[src/rtl/vga_timing_gen.sv]
// vga_timing_gen: parametrised VGA raster timing generator.
// Produces hsync/vsync, blanking, data-enable, pixel coordinates and line/frame
// strobes for any timing given by parameters. Advances only on cycles with ce=1.
// Optional raster-line interrupt is built when VGA_TIMING_RASTER_IRQ_EN is defined;
// otherwise raster_irq is tied low and irq_line is ignored.
// Line and frame order: active, front porch, sync, back porch.
module vga_timing_gen #(
  parameter int unsigned H_ACTIVE  = 800,
  parameter int unsigned H_FP      = 40,
  parameter int unsigned H_SYNC    = 128,
  parameter int unsigned H_BP      = 88,
  parameter int unsigned V_ACTIVE  = 600,
  parameter int unsigned V_FP      = 1,
  parameter int unsigned V_SYNC    = 4,
  parameter int unsigned V_BP      = 23,
  parameter bit          HSYNC_POS = 1'b1,
  parameter bit          VSYNC_POS = 1'b1,
  parameter int unsigned H_CW      = 11,
  parameter int unsigned V_CW      = 10
) (
  input  logic            clk_pixel,
  input  logic            rst,
  input  logic            ce,
  input  logic [V_CW-1:0] irq_line,
  output logic            hsync,
  output logic            vsync,
  output logic            hblank,
  output logic            vblank,
  output logic            de,
  output logic [H_CW-1:0] h_pos,
  output logic [V_CW-1:0] v_pos,
  output logic            line_start,
  output logic            frame_start,
  output logic            raster_irq
);

  localparam int unsigned H_TOTAL = H_ACTIVE + H_FP + H_SYNC + H_BP;
  localparam int unsigned V_TOTAL = V_ACTIVE + V_FP + V_SYNC + V_BP;

  // Back porch is at least one unit, so every boundary below fits the counter width.
  localparam logic [H_CW-1:0] H_LAST     = H_CW'(H_TOTAL - 1);
  localparam logic [H_CW-1:0] H_BLANK_AT = H_CW'(H_ACTIVE);
  localparam logic [H_CW-1:0] HS_START   = H_CW'(H_ACTIVE + H_FP);
  localparam logic [H_CW-1:0] HS_END     = H_CW'(H_ACTIVE + H_FP + H_SYNC);
  localparam logic [V_CW-1:0] V_LAST     = V_CW'(V_TOTAL - 1);
  localparam logic [V_CW-1:0] V_BLANK_AT = V_CW'(V_ACTIVE);
  localparam logic [V_CW-1:0] VS_START   = V_CW'(V_ACTIVE + V_FP);
  localparam logic [V_CW-1:0] VS_END     = V_CW'(V_ACTIVE + V_FP + V_SYNC);

  logic [H_CW-1:0] h_q, h_d;
  logic [V_CW-1:0] v_q, v_d;
  logic hsync_q, vsync_q, hblank_q, vblank_q, de_q;
  logic line_start_q, frame_start_q, raster_irq_q;
  logic hsync_d, vsync_d, hblank_d, vblank_d, de_d;
  logic line_start_d, frame_start_d, raster_irq_d;
  logic hs_act, vs_act;

  // Next raster position if this edge is ce-qualified.
  always_comb begin
    h_d = h_q + 1'b1;
    v_d = v_q;
    if (h_q == H_LAST) begin
      h_d = '0;
      v_d = (v_q == V_LAST) ? '0 : v_q + 1'b1;
    end
  end

  // Decode the next position so registered outputs line up with h_pos/v_pos.
  always_comb begin
    hblank_d     = (h_d >= H_BLANK_AT);
    vblank_d     = (v_d >= V_BLANK_AT);
    de_d         = ~hblank_d & ~vblank_d;
    hs_act       = (h_d >= HS_START) && (h_d < HS_END);
    vs_act       = (v_d >= VS_START) && (v_d < VS_END);
    hsync_d      = HSYNC_POS ? hs_act : ~hs_act;
    vsync_d      = VSYNC_POS ? vs_act : ~vs_act;
    line_start_d = (h_d == '0);
    frame_start_d = line_start_d && (v_d == '0);
`ifdef VGA_TIMING_RASTER_IRQ_EN
    // v_d never reaches V_TOTAL, so an out-of-range irq_line simply never matches.
    raster_irq_d = line_start_d && (v_d == irq_line);
`else
    raster_irq_d = 1'b0;
`endif
  end

`ifndef VGA_TIMING_RASTER_IRQ_EN
  logic irq_line_unused;
  assign irq_line_unused = ^irq_line;
`endif

  // Counter and output registers; reset parks on the last back-porch pixel.
  always_ff @(posedge clk_pixel) begin
    if (rst) begin
      h_q           <= H_LAST;
      v_q           <= V_LAST;
      hblank_q      <= 1'b1;
      vblank_q      <= 1'b1;
      de_q          <= 1'b0;
      hsync_q       <= ~HSYNC_POS;
      vsync_q       <= ~VSYNC_POS;
      line_start_q  <= 1'b0;
      frame_start_q <= 1'b0;
      raster_irq_q  <= 1'b0;
    end else if (ce) begin
      h_q           <= h_d;
      v_q           <= v_d;
      hblank_q      <= hblank_d;
      vblank_q      <= vblank_d;
      de_q          <= de_d;
      hsync_q       <= hsync_d;
      vsync_q       <= vsync_d;
      line_start_q  <= line_start_d;
      frame_start_q <= frame_start_d;
      raster_irq_q  <= raster_irq_d;
    end else begin
      // Levels hold; strobes must not stretch across stalled cycles.
      line_start_q  <= 1'b0;
      frame_start_q <= 1'b0;
      raster_irq_q  <= 1'b0;
    end
  end

  assign h_pos       = h_q;
  assign v_pos       = v_q;
  assign hsync       = hsync_q;
  assign vsync       = vsync_q;
  assign hblank      = hblank_q;
  assign vblank      = vblank_q;
  assign de          = de_q;
  assign line_start  = line_start_q;
  assign frame_start = frame_start_q;
  assign raster_irq  = raster_irq_q;

endmodule

[config.mk]
export PLATFORM = sky130hd
export DESIGN_NAME = vga_timing_gen
export DESIGN_NICKNAME = d
export VERILOG_FILES = /design/src/rtl/vga_timing_gen.sv
export SDC_FILE = /design/constraint.sdc
export NUM_CORES = 1
export LEC_CHECK = 0
export CAP_MARGIN = 0
export CORE_UTILIZATION = 47
export DETAILED_ROUTE_END_ITERATION = 8
export GPL_TIMING_DRIVEN = 0
export PLACE_DENSITY = 0.82
export SYNTH_ARGS = -nofsm -noshare
export SYNTH_HDL_FRONTEND = slang
export SYNTH_SLANG_ARGS = --single-unit
[constraint.sdc]
create_clock -name clk_pixel -period 2.9 [get_ports clk_pixel]
set_input_delay 0.58 -clock clk_pixel [delete_from_list [all_inputs] [get_ports clk_pixel]]
set_output_delay 0.58 -clock clk_pixel [all_outputs]
set_load 0.01 [all_outputs]
# == After elaboration in Yosys (flattened, before gate mapping) ==
# Cells that the tools add are included.
# word_totals
reg_bits,28
inputBits,13
out_inout_bits,29
elab_cells,32
# classes
n_addsub,2
n_lt_le_gt_ge,6
n_eq_ne,2
muxes,3
bitwise_logic,4
n_reduce_logical,6
# ops
operator,n
11-bit by 10-bit >= comparator with 1-bit output (second input constant),2
10-bit >= comparator (second input constant),2
10-bit 2-to-1 mux,2
11-bit by 1-bit adder with 11-bit output (second input constant),1
11-bit equality test (second input constant),1
11-bit logical NOT,1
11-bit by 10-bit < comparator with 1-bit output (second input constant),1
11-bit 2-to-1 mux,1
10-bit by 1-bit adder with 10-bit output (second input constant),1
10-bit equality test (second input constant),1
10-bit logical NOT,1
10-bit < comparator (second input constant),1
1-bit logical AND,3
1-bit NOT,3
2-bit OR reduction,1
1-bit AND,1

# == Longest topological paths before layout ==
# logic_depth
depth_word,6
depth_mapped,10
ltp_nobuf,7

# == Worst setup path after synthesis ==
# Ideal clock, no wire load.
# synth_path
path_kind,register to register
startpoint,"register h_q[0], in the netlist h_pos[0]"
endpoint,"register frame_start_q, in the netlist frame_start"
setup_time_ns,0.088
t_arrival_ns,2.214
required_time_ns,2.812
path_slack_ns,0.599
stages_incl_launch_ff,11
path_buffers,3
cell_sequence,dfxtp_1 ha_1 buf_2 nand4_1 clkbuf_1 nor3_2 buf_2 o2111ai_1 a211oi_1 nand4b_1 nor4_2
# synth_via
elab_chain_len,4
word_cells_on_any_way,7
cone_classes,add/sub: 1; eq/ne: 1; mux: 2; reduce/logical: 3
# synth_lines
item,line,text
"start, declared",50,"logic [H_CW-1:0] h_q, h_d;"
"start signal, assigned",95,h_q <= H_LAST;
"start signal, assigned",106,h_q <= h_d;
11-bit by 1-bit adder with 11-bit output / 11-bit equality test (equally long branches),"60, 62",
11-bit 2-to-1 mux / 10-bit 2-to-1 mux (equally long branches),62,if (h_q == H_LAST) begin
11-bit logical NOT / 10-bit logical NOT (equally long branches),"77, 78",
1-bit logical AND (*),78,frame_start_d = line_start_d && (v_d == '0);
"end signal, assigned",114,frame_start_q <= frame_start_d;
"end, declared",53,"logic line_start_q, frame_start_q, raster_irq_q;"
# Mark *: on every way between the ends. The rest lies on a longest branch, timed or not.
# A chain may end at the register's enable or synchronous reset.

# == Worst setup path in the final report ==
# layout_path
startpoint,"register h_q[1], in the netlist h_pos[1]"
endpoint,"register frame_start_q, in the netlist frame_start"
# Same word-level chain as after synthesis.

==> metrics.csv <==
metric;value;unit
Routed WL;5.36;mm
final setup vio count;0;
worst-case clock buffer depth;2;
core region area;4000;um^2
sequential element share of the synthesized area;28.4;%
GP Congestion;0.888;
most common cell in the netlist;dfxtp_1;
#FFs+latches synth;28;
RSZ-0062 raised after global routing;false;
CTS tree;yes;
crit-path cells;ha_1 > buf_2 > nand4_1 > clkbuf_2 > nor3_4 > clkbuf_4 > o2111ai_1 > a211oi_1 > nand4b_1 > nor4_2;
CTS buffer count;3;
Max Clock Skew;13.1;ps
post-synth top area share;28.4;%
Cell Pwr Density;455;nW/um^2
Tot GR Track Use;26.2;%
first-pass GRT wire length;8.86;mm
Area contributors post-synth;dfxtp_1 (28%), nor2_1 (4.2%), nand3_1 (3.8%);
standard-cell row count;23;
Cell Area, Synth;1970;um^2
post-CTS setup repair buffer count;0;
Initial Utilization;49.3;%
total gr overflow;0;
Ys Warns;0;
Critical-path top delay cell;dfxtp_1;
main flop type after synthesis;dfxtp_1;
outcome;finished, violations left;
vias in the first global route;1872;
Die X;66.8;um
Synth top cells by count;dfxtp_1 (28), nor2_1 (22), nand3_1 (15), nand2_1 (14);
Unique masters post-synth;61;
Slew @ Worst Pin;678;ps
Total Die Area;4460;um^2
Vert. Die Dim;66.8;um
DRT antenna net count;0;
H-tree lvl count;1;
DRC viols;2;
sum of negative setup slack;0;ps
Vias/cell;6.45;
CP max stage delay;470;ps
Rel. slew slack;54.1;%
share of layout cells above drive strength 1;8.42;%
setup ws final;211;ps
CP Class;register to register;
Syn Area/Cell;7.82;um^2
Max FO, Critical Path;10;
cells after synthesis;252;
final worst-path cycle share;92.7;%
hold buffers post-CTS;0;
initial antenna violation count;0;
DR pass1 iterations;7;
Critical Path AT;2860;ps
clock slew seen by the registers of the worst setup and hold paths;100;ps
Slew Limit Fails;0;
input/output buffers;30;
max-cap viol count;0;
nets@finish;303;
Worst VDD drop;0.000406;V
Final Hold Vio Count;0;
CP endpoint kind;register;
f_max;372;MHz
post-place setup slack;109;ps
diode count;0;
initial DRC count;201;
leakage power;0.000863;uW
Final Critical Period;2690;ps
Post-synth EDFFs;0;
number of top-level pins;42;
failing checks;design-rule violations;
worst hold path class;register to register;
pin count of the biggest net entering global routing;15;
Via Count;2162;
HPWL Detailed;3.86;mm
placed instance area;2330;um^2
Synth-to-Final Area Change;21.1;%
synthesized net count;268;
Synth area leader;dfxtp_1;
Worst Setup Start Kind;register;
wire per inst;16.0;um
root buffer cell;clkbuf_8;
number of clock sinks;28;
Async S/R FF share, synth;0;%
Final Cell Area;2390;um^2
Clock Latency Late Sink;280;ps
Post-CTS Resized;0;
required time of the critical path;3080;ps
[placed cells by master (no fill, tap or decap), types with 3 or more instances in the layout]
cell type | netlist | routed
nor4_1 | 3 | 3
o21ai_1 | 3 | 3
dfxtp_1 | 28 | 27
inv_1 | 6 | 6
nand3_1 | 15 | 15
a31oi_1 | 4 | 4
o31ai_1 | 3 | 3
nor3_1 | 5 | 5
xor2_1 | 7 | 7
buf_2 | 4 | 3
o311ai_0 | 4 | 4
xnor2_1 | 4 | 4
buf_1 | 3 | 3
clkbuf_1 | 13 | 12
clkbuf_8 | 0 | 3
a21oi_1 | 9 | 9
and3_1 | 11 | 11
or2_2 | 3 | 3
a211o_1 | 7 | 7
o21ai_0 | 13 | 13
nor2b_1 | 6 | 6
nand2b_1 | 4 | 4
or4_1 | 3 | 3
and4_1 | 4 | 4
a311oi_1 | 3 | 3
a32o_1 | 3 | 3
clkdlybuf4s50_1 | 0 | 30
nand4_1 | 3 | 3
ha_1 | 3 | 3
nand2_1 | 14 | 14
nor2_1 | 22 | 22
[logic make-up (layout without fill, tap and decap cells)]
logic type,count (synthesis),count (layout),share of synthesized area (%)
muxes,1,1,0.508
xor gates and xnor gates,11,11,4.89
buffers and inverters,29,62,6.73
adders and majority gates,3,3,1.90
and+or+nand+nor,107,107,30.5
AOI/OAI and AO/OA,72,72,26.9
DFF,28,28,28.4
other,1,1,0.190
[final timing paths]
path                         startpoint                     end  slack [ps]  depth (start not counted)
setup / recovery  h_pos[1]$_SDFFE_PP1P_  frame_start$_SDFF_PP0_         210                         10
hold / removal       vsync$_SDFFE_PP0P_      vsync$_SDFFE_PP0P_         470                          2
setup reg to reg  h_pos[1]$_SDFFE_PP1P_  frame_start$_SDFF_PP0_         210                         10
hold reg to reg      vsync$_SDFFE_PP0P_      vsync$_SDFFE_PP0P_         470                          2
[flip-flops by register name (all words and copies together) (netlist names)]
name,count
h_pos,11
v_pos,10
de,1
frame_start,1
hblank,1
hsync,1
line_start,1
vblank,1
vsync,1
[where the power goes]
part / internal, uW / switching, uW
registers: 411 / 34.3
logic: 181 / 242
clock network: 93.6 / 123
[per-stage QoR]
step	power (uW)	hold slack, ps	instances	utilization (%)
3_5_place_dp	862	459	332	58.3
6_report	1080	469	335	59.6
2_1_floorplan	730	477	252	-
3_3_place_gp	855	455	332	58.3
4_1_cts	1080	473	335	59.4
5_1_grt	1150	489	335	59.6
[layout make-up]
cell class	count	area, um^2
plain buffers	23	114
flip-flops and latches	28	562
repair buffers	30	300
multi-input cells	195	1280
clock buffers	3	41.3
fillers	366	1610
inverters	6	22.5
well taps	50	62.6
[worst max-delay path: cells and delay by family, from the launching register on]
kind | cells | cell delay (ps)
AND/OR/NAND/NOR | 4 | 810
AO/OA/AOI/OAI | 2 | 410
buffers and inverters | 3 | 710
flip-flops | 1 | 470
adder cells (fa/ha/maj) | 1 | 190
[layer usage]
| metal | share of wire, % | routed length [um] | vias up | GRT usage [%] |
|---|---|---|---|---|
| li1 | - | - | 1014 | - |
| met1 | 43 | 2310 | 1013 | 31.4 |
| met2 | 46 | 2480 | 105 | 43.3 |
| met3 | 6.4 | 341 | 30 | 4.62 |
| met4 | 4.2 | 227 | 0 | 15.4 |
| met5 | 0 | 0 | - | 0 |
Note: power is estimated with default switching activity, not from simulation.
